<file path="src/rtl/fft8_out_serializer.sv">
// Ping-pong output buffer for the 8-point FFT: captures a parallel complex frame
// in one cycle and streams it out one sample per beat over valid/ready.
//
// bank state | meaning
// EMPTY      | bank may be written by the next accepted frame
// FULL       | bank holds a frame that is still draining (or waiting to drain)
module fft8_out_serializer #(
    parameter int DATA_W = 32,
    parameter int CNT_W  = 8
) (
    input  logic              clk,
    input  logic              rst,
    input  logic              in_valid,
    output logic              in_ready,
    input  logic [DATA_W-1:0] in_real0,
    input  logic [DATA_W-1:0] in_real1,
    input  logic [DATA_W-1:0] in_real2,
    input  logic [DATA_W-1:0] in_real3,
    input  logic [DATA_W-1:0] in_real4,
    input  logic [DATA_W-1:0] in_real5,
    input  logic [DATA_W-1:0] in_real6,
    input  logic [DATA_W-1:0] in_real7,
    input  logic [DATA_W-1:0] in_imag0,
    input  logic [DATA_W-1:0] in_imag1,
    input  logic [DATA_W-1:0] in_imag2,
    input  logic [DATA_W-1:0] in_imag3,
    input  logic [DATA_W-1:0] in_imag4,
    input  logic [DATA_W-1:0] in_imag5,
    input  logic [DATA_W-1:0] in_imag6,
    input  logic [DATA_W-1:0] in_imag7,
    output logic              out_valid,
    input  logic              out_ready,
    output logic [DATA_W-1:0] out_real,
    output logic [DATA_W-1:0] out_imag,
    output logic [2:0]        out_idx,
    output logic              out_last,
    output logic              overflow,
    output logic [CNT_W-1:0]  drop_cnt
);

    typedef enum logic {
        EMPTY = 1'b0,
        FULL  = 1'b1
    } bank_st_t;

    bank_st_t          st_q [2];
    bank_st_t          st_d [2];
    logic              wr_sel_q, wr_sel_d;
    logic              rd_sel_q, rd_sel_d;
    logic [2:0]        rd_idx_q, rd_idx_d;
    logic              overflow_q, overflow_d;
    logic [CNT_W-1:0]  drop_cnt_q, drop_cnt_d;

    logic [DATA_W-1:0] bank_re_q [2][8];
    logic [DATA_W-1:0] bank_im_q [2][8];
    logic [DATA_W-1:0] in_re [8];
    logic [DATA_W-1:0] in_im [8];

    logic capture;
    logic drop;
    logic beat;

    assign in_re[0] = in_real0;
    assign in_re[1] = in_real1;
    assign in_re[2] = in_real2;
    assign in_re[3] = in_real3;
    assign in_re[4] = in_real4;
    assign in_re[5] = in_real5;
    assign in_re[6] = in_real6;
    assign in_re[7] = in_real7;
    assign in_im[0] = in_imag0;
    assign in_im[1] = in_imag1;
    assign in_im[2] = in_imag2;
    assign in_im[3] = in_imag3;
    assign in_im[4] = in_imag4;
    assign in_im[5] = in_imag5;
    assign in_im[6] = in_imag6;
    assign in_im[7] = in_imag7;

    // Handshake flags come from registers only, so no comb path crosses the block.
    assign in_ready  = (st_q[wr_sel_q] == EMPTY);
    assign out_valid = (st_q[rd_sel_q] == FULL);
    assign capture   = in_valid && in_ready;
    assign drop      = in_valid && !in_ready;
    assign beat      = out_valid && out_ready;

    assign out_real = out_valid ? bank_re_q[rd_sel_q][rd_idx_q] : '0;
    assign out_imag = out_valid ? bank_im_q[rd_sel_q][rd_idx_q] : '0;
    assign out_idx  = out_valid ? rd_idx_q : 3'd0;
    assign out_last = out_valid && (rd_idx_q == 3'd7);
    assign overflow = overflow_q;
    assign drop_cnt = drop_cnt_q;

    // Capture needs wr_sel EMPTY and a last beat needs rd_sel FULL,
    // so both updates below always land on different banks.
    always_comb begin
        st_d[0]    = st_q[0];
        st_d[1]    = st_q[1];
        wr_sel_d   = wr_sel_q;
        rd_sel_d   = rd_sel_q;
        rd_idx_d   = rd_idx_q;
        overflow_d = overflow_q;
        drop_cnt_d = drop_cnt_q;

        if (capture) begin
            st_d[wr_sel_q] = FULL;
            wr_sel_d       = ~wr_sel_q;
        end

        if (beat) begin
            rd_idx_d = rd_idx_q + 3'd1;
            if (rd_idx_q == 3'd7) begin
                st_d[rd_sel_q] = EMPTY;
                rd_sel_d       = ~rd_sel_q;
            end
        end

        if (drop) begin
            overflow_d = 1'b1;
            if (drop_cnt_q != {CNT_W{1'b1}}) begin
                drop_cnt_d = drop_cnt_q + CNT_W'(1);
            end
        end
    end

    always_ff @(posedge clk) begin
        if (rst) begin
            st_q[0]    <= EMPTY;
            st_q[1]    <= EMPTY;
            wr_sel_q   <= 1'b0;
            rd_sel_q   <= 1'b0;
            rd_idx_q   <= 3'd0;
            overflow_q <= 1'b0;
            drop_cnt_q <= '0;
        end else begin
            st_q[0]    <= st_d[0];
            st_q[1]    <= st_d[1];
            wr_sel_q   <= wr_sel_d;
            rd_sel_q   <= rd_sel_d;
            rd_idx_q   <= rd_idx_d;
            overflow_q <= overflow_d;
            drop_cnt_q <= drop_cnt_d;
        end
    end

    // Sample storage is deliberately left out of reset.
    always_ff @(posedge clk) begin
        if (capture && !rst) begin
            for (int i = 0; i < 8; i++) begin
                bank_re_q[wr_sel_q][i] <= in_re[i];
                bank_im_q[wr_sel_q][i] <= in_im[i];
            end
        end
    end

endmodule
</file>
<file path="config.mk">
export PLATFORM = sky130hd
export DESIGN_NAME = fft8_out_serializer
export DESIGN_NICKNAME = d
export VERILOG_FILES = /design/src/rtl/fft8_out_serializer.sv
export SDC_FILE = /design/constraint.sdc
export NUM_CORES = 1
export LEC_CHECK = 0
export CORE_AREA = 2 2 271 273
export DETAILED_ROUTE_END_ITERATION = 10
export DIE_AREA = 0 0 273 275
export GPL_ROUTABILITY_DRIVEN = 0
export PLACE_DENSITY = 0.87
export SKIP_LAST_GASP = 1
export SLEW_MARGIN = 20
export SYNTH_ARGS = -nofsm -noshare
export SYNTH_HDL_FRONTEND = slang
export SYNTH_SLANG_ARGS = --single-unit
</file>
<file path="constraint.sdc">
create_clock -name clk -period 80.7 [get_ports clk]
set_input_delay 12.105 -clock clk [delete_from_list [all_inputs] [get_ports clk]]
set_output_delay 12.105 -clock clk [all_outputs]
set_load 0.1 [all_outputs]
</file>
==> out/metrics.yaml <==
postLayoutSetupSlackWorst_ps: 62340
final.fill_count: 4245
timing.critical_path.slowest_cell_delay_ps: 1060
route.vias.total: 20600
finish.instance_area_um2: 49700
drcViolationCount: 0
critPathCaptureType: "output port"
setup_repair_after_global_routing_missed_its_margin: "no"
first_pass_iters: 6
finalClockSkew_ps: 34.8
grt_pass1_wl_um: 138000
floorplan.rows: 99
worst-path-max-fanout: 51
critical_path_arrival_ps: 6260
synth.cell_area_um2: 39300
sequential_cell_area_um2: 31100
synthesis.instances: 1669
dieArea_um2: 75100
synth_area_leaders: "sky130_fd_sc_hd__edfxtp_1 78%, sky130_fd_sc_hd__mux4_2 14%, sky130_fd_sc_hd__mux2i_1 1.6%, sky130_fd_sc_hd__a22oi_1 1.2%, sky130_fd_sc_hd__dfxtp_1 0.92%"
post_synth_cell_types: 43
power_report.internal_total_mw: 0.948
detail-route-antenna-nets: 0
finish.cell_count_without_fillers: 3389
maxSlewHeadroom_pct: 20.8
yosysTopAreaCellShare_pct: 78.2
setup-tns-final_ps: 0
cellLeakagePower_nw: 15.4
timing.setup.critical_path_class: "reg2out"
seq_area_frac_synth_pct: 79.2
grt.total_usage_pct: 25.4
ys_dominant_reg_cell: "sky130_fd_sc_hd__edfxtp_1"
power_frac_clock_pct: 38.5
yosys.area.top_type: "sky130_fd_sc_hd__edfxtp_1"
ioPinCount: 595
post_drt_wl_per_cell_um: 28.7
timing_worst_slew_pin_value_ps: 1180
areaGrowthSynthToFinish_pct: 26.4
htree_levels: 3
placed_cells: 3161
holdCritPathClass: "reg2reg"
yosys.cell_count.top_type: "sky130_fd_sc_hd__edfxtp_1"
syn_avg_cell_area_um2: 23.5
async_flop_share_pct: 0
fraction_of_final_layout_cells_with_drive_strength_greater_than_1_pct: 18.7
finalWirelength_um: 97300
placement.setup.worst_slack_ps: 62780
grt_remaining_overflow: 0
placeableCoreArea_um2: 72300
postCtsSetupBuffers: 0
vias_per_cell: 6.07
die_height_um: 275
floorplan.initialDensity_pct: 54.3
multi_input_area_um2: 7720
clk_pin_slew_ps: 60
cts_buffers: 101
cts-hold-fix-buffers: 0
clkLatencyLatePin_ps: 660
ctsLongestPathBuffers: 3
cts_tree: "built"
synth-seq-cells: 1042
dp.final_hpwl_um: 60400
place.port_buffers: 594
netlist_top_cells_count: "1024 x sky130_fd_sc_hd__edfxtp_1, 252 x sky130_fd_sc_hd__mux4_2, 64 x sky130_fd_sc_hd__mux2i_1, 63 x sky130_fd_sc_hd__a22oi_1, 43 x sky130_fd_sc_hd__o21ai_1"
final-max-slew-violation-count: 0
largest_net_degree_at_the_start_of_global_routing: 191
cts.sinks: 1042
cell_with_the_most_instances_on_the_worst_path: "sky130_fd_sc_hd__buf_4"
grt_antenna_before_repair: 59
fmax_mhz: 54.5
required_ps: 68600
run_status: "finished, final reports clean"
drv.max_cap_violation_count: 0
portion_of_the_clock_cycle_consumed_by_the_worst_path_in_the_final_layout_pct: 22.8
first_global_vias: 22000
crit_path_cell_trace: "buf_4 -> buf_4 -> buf_4 -> mux4_2 -> a22oi_1 -> o21ai_1 -> clkdlybuf4s50_1"
report.final.hold_viol_count: 0
power.net_switching_mw: 0.277
cts_repair_resize_count: 0
worst_setup_path_start_kind: "flop"
peakVddDrop_v: 0.0000204
critical-path-slowest-cell: "sky130_fd_sc_hd__clkdlybuf4s50_1"
switching_share_pct: 22.6
drt_first_iter_violations: 2285
clock-root-buffer: "sky130_fd_sc_hd__clkbuf_16"
synth-edff-count: 1024
timing.final.setup_violations: 0
syn_nets: 2188
comb_power_share_pct: 9.6
die_width_um: 273
pwr-share-seq_pct: 51.9
post-route-min-period_ps: 18360
yosys_warnings: 0
power_per_cell_area_nw_per_um2: 24.7
postPlaceCellArea_um2: 46200
nNetsFinal: 2824
power by group through the flow:
stage / logic [mW] / clock network, mW / registers [mW]
after floorplan: 0.0646 / 0 / 0.682
after global placement: 0.113 / 0 / 0.643
after detailed placement: 0.116 / 0 / 0.646
after CTS: 0.118 / 0.478 / 0.636
after global routing: 0.123 / 0.499 / 0.637
final: 0.118 / 0.471 / 0.635
metal layers:
layer / global-route usage (%) / wire length, µm
met5: 0 / 228
met4: 13.8 / 4540
met3: 7.83 / 9880
met2: 42.4 / 50300
met1: 29.7 / 32400
flip-flops by register name, indices dropped and copies added (netlist names), named ones only:
register / flops
bank_im_q: 512
bank_re_q: 512
st_q: 2
overflow: 1
wr_sel_q: 1
drop_cnt: 8
rd_idx_q: 3
rd_sel_q: 1
worst max-delay path: cells and delay by family, from the launching register on:
| family | cells | cell delay (ps) |
|---|---|---|
| buf+inv | 4 | 3500 |
| compound gates | 2 | 420 |
| mux | 1 | 600 |
| flops | 1 | 910 |
cell families (layout without fill, tap and decap cells):
logic type	Yosys count	after routing	share of synthesized area, %
other	0	40	0
adder cells (fa/ha/maj)	3	3	0.0955
AND/OR/NAND/NOR	52	52	0.685
flip-flops	1042	1042	79.2
buffers and inverters	95	816	1.27
multiplexers	323	323	16.3
XOR/XNOR	6	6	0.134
AO/OA/AOI/OAI	148	148	2.38
per-stage QoR:
step / total power [mW] / util [%] / hold slack [ps]
after CTS: 1.23 / 68.5 / 528
after global routing: 1.26 / 68.6 / 572
after floorplan: 0.747 / - / 469
final: 1.22 / 68.7 / 547
after detailed placement: 0.762 / 63.9 / 511
after global placement: 0.756 / 63.9 / 458
final timing paths:
| path | start | cells past startpoint | endpoint | slack (ps) |
|---|---|---|---|---|
| setup / recovery | flop | 7 | out_imag[6] | 62340 |
| hold / removal | overflow | 2 | overflow | 550 |
| setup reg to reg | flop | 7 | bank_im_q[0][15] | 75500 |
| hold reg to reg | overflow | 2 | overflow | 550 |
area by class of cell:
class / count / area share [%]
sequential: 1042 / 62.7
multi-input combinational: 532 / 15.5
timing repair buffer: 622 / 12.4
clock buffer: 121 / 5.28
tap: 959 / 2.42
clock inverter: 67 / 1.43
antenna: 40 / 0.202
inverter: 6 / 0.0453
placed cells by master, fill, tap and decap left out, types with 12 or more instances in the layout:
master and count:
sky130_fd_sc_hd__clkinv_1 20, sky130_fd_sc_hd__clkbuf_1 19, sky130_fd_sc_hd__edfxtp_1 1024, sky130_fd_sc_hd__buf_4 26, sky130_fd_sc_hd__clkdlybuf4s50_1 594, sky130_fd_sc_hd__a22oi_1 63, sky130_fd_sc_hd__o21ai_1 43, sky130_fd_sc_hd__diode_2 40
sky130_fd_sc_hd__dfxtp_1 15, sky130_fd_sc_hd__nor2_1 12, sky130_fd_sc_hd__clkbuf_16 102, sky130_fd_sc_hd__clkinv_2 20, sky130_fd_sc_hd__o21ai_0 22, sky130_fd_sc_hd__bufinv_16 12, sky130_fd_sc_hd__mux2i_1 64, sky130_fd_sc_hd__mux4_2 252
Power figures use the tool's default switching activity.
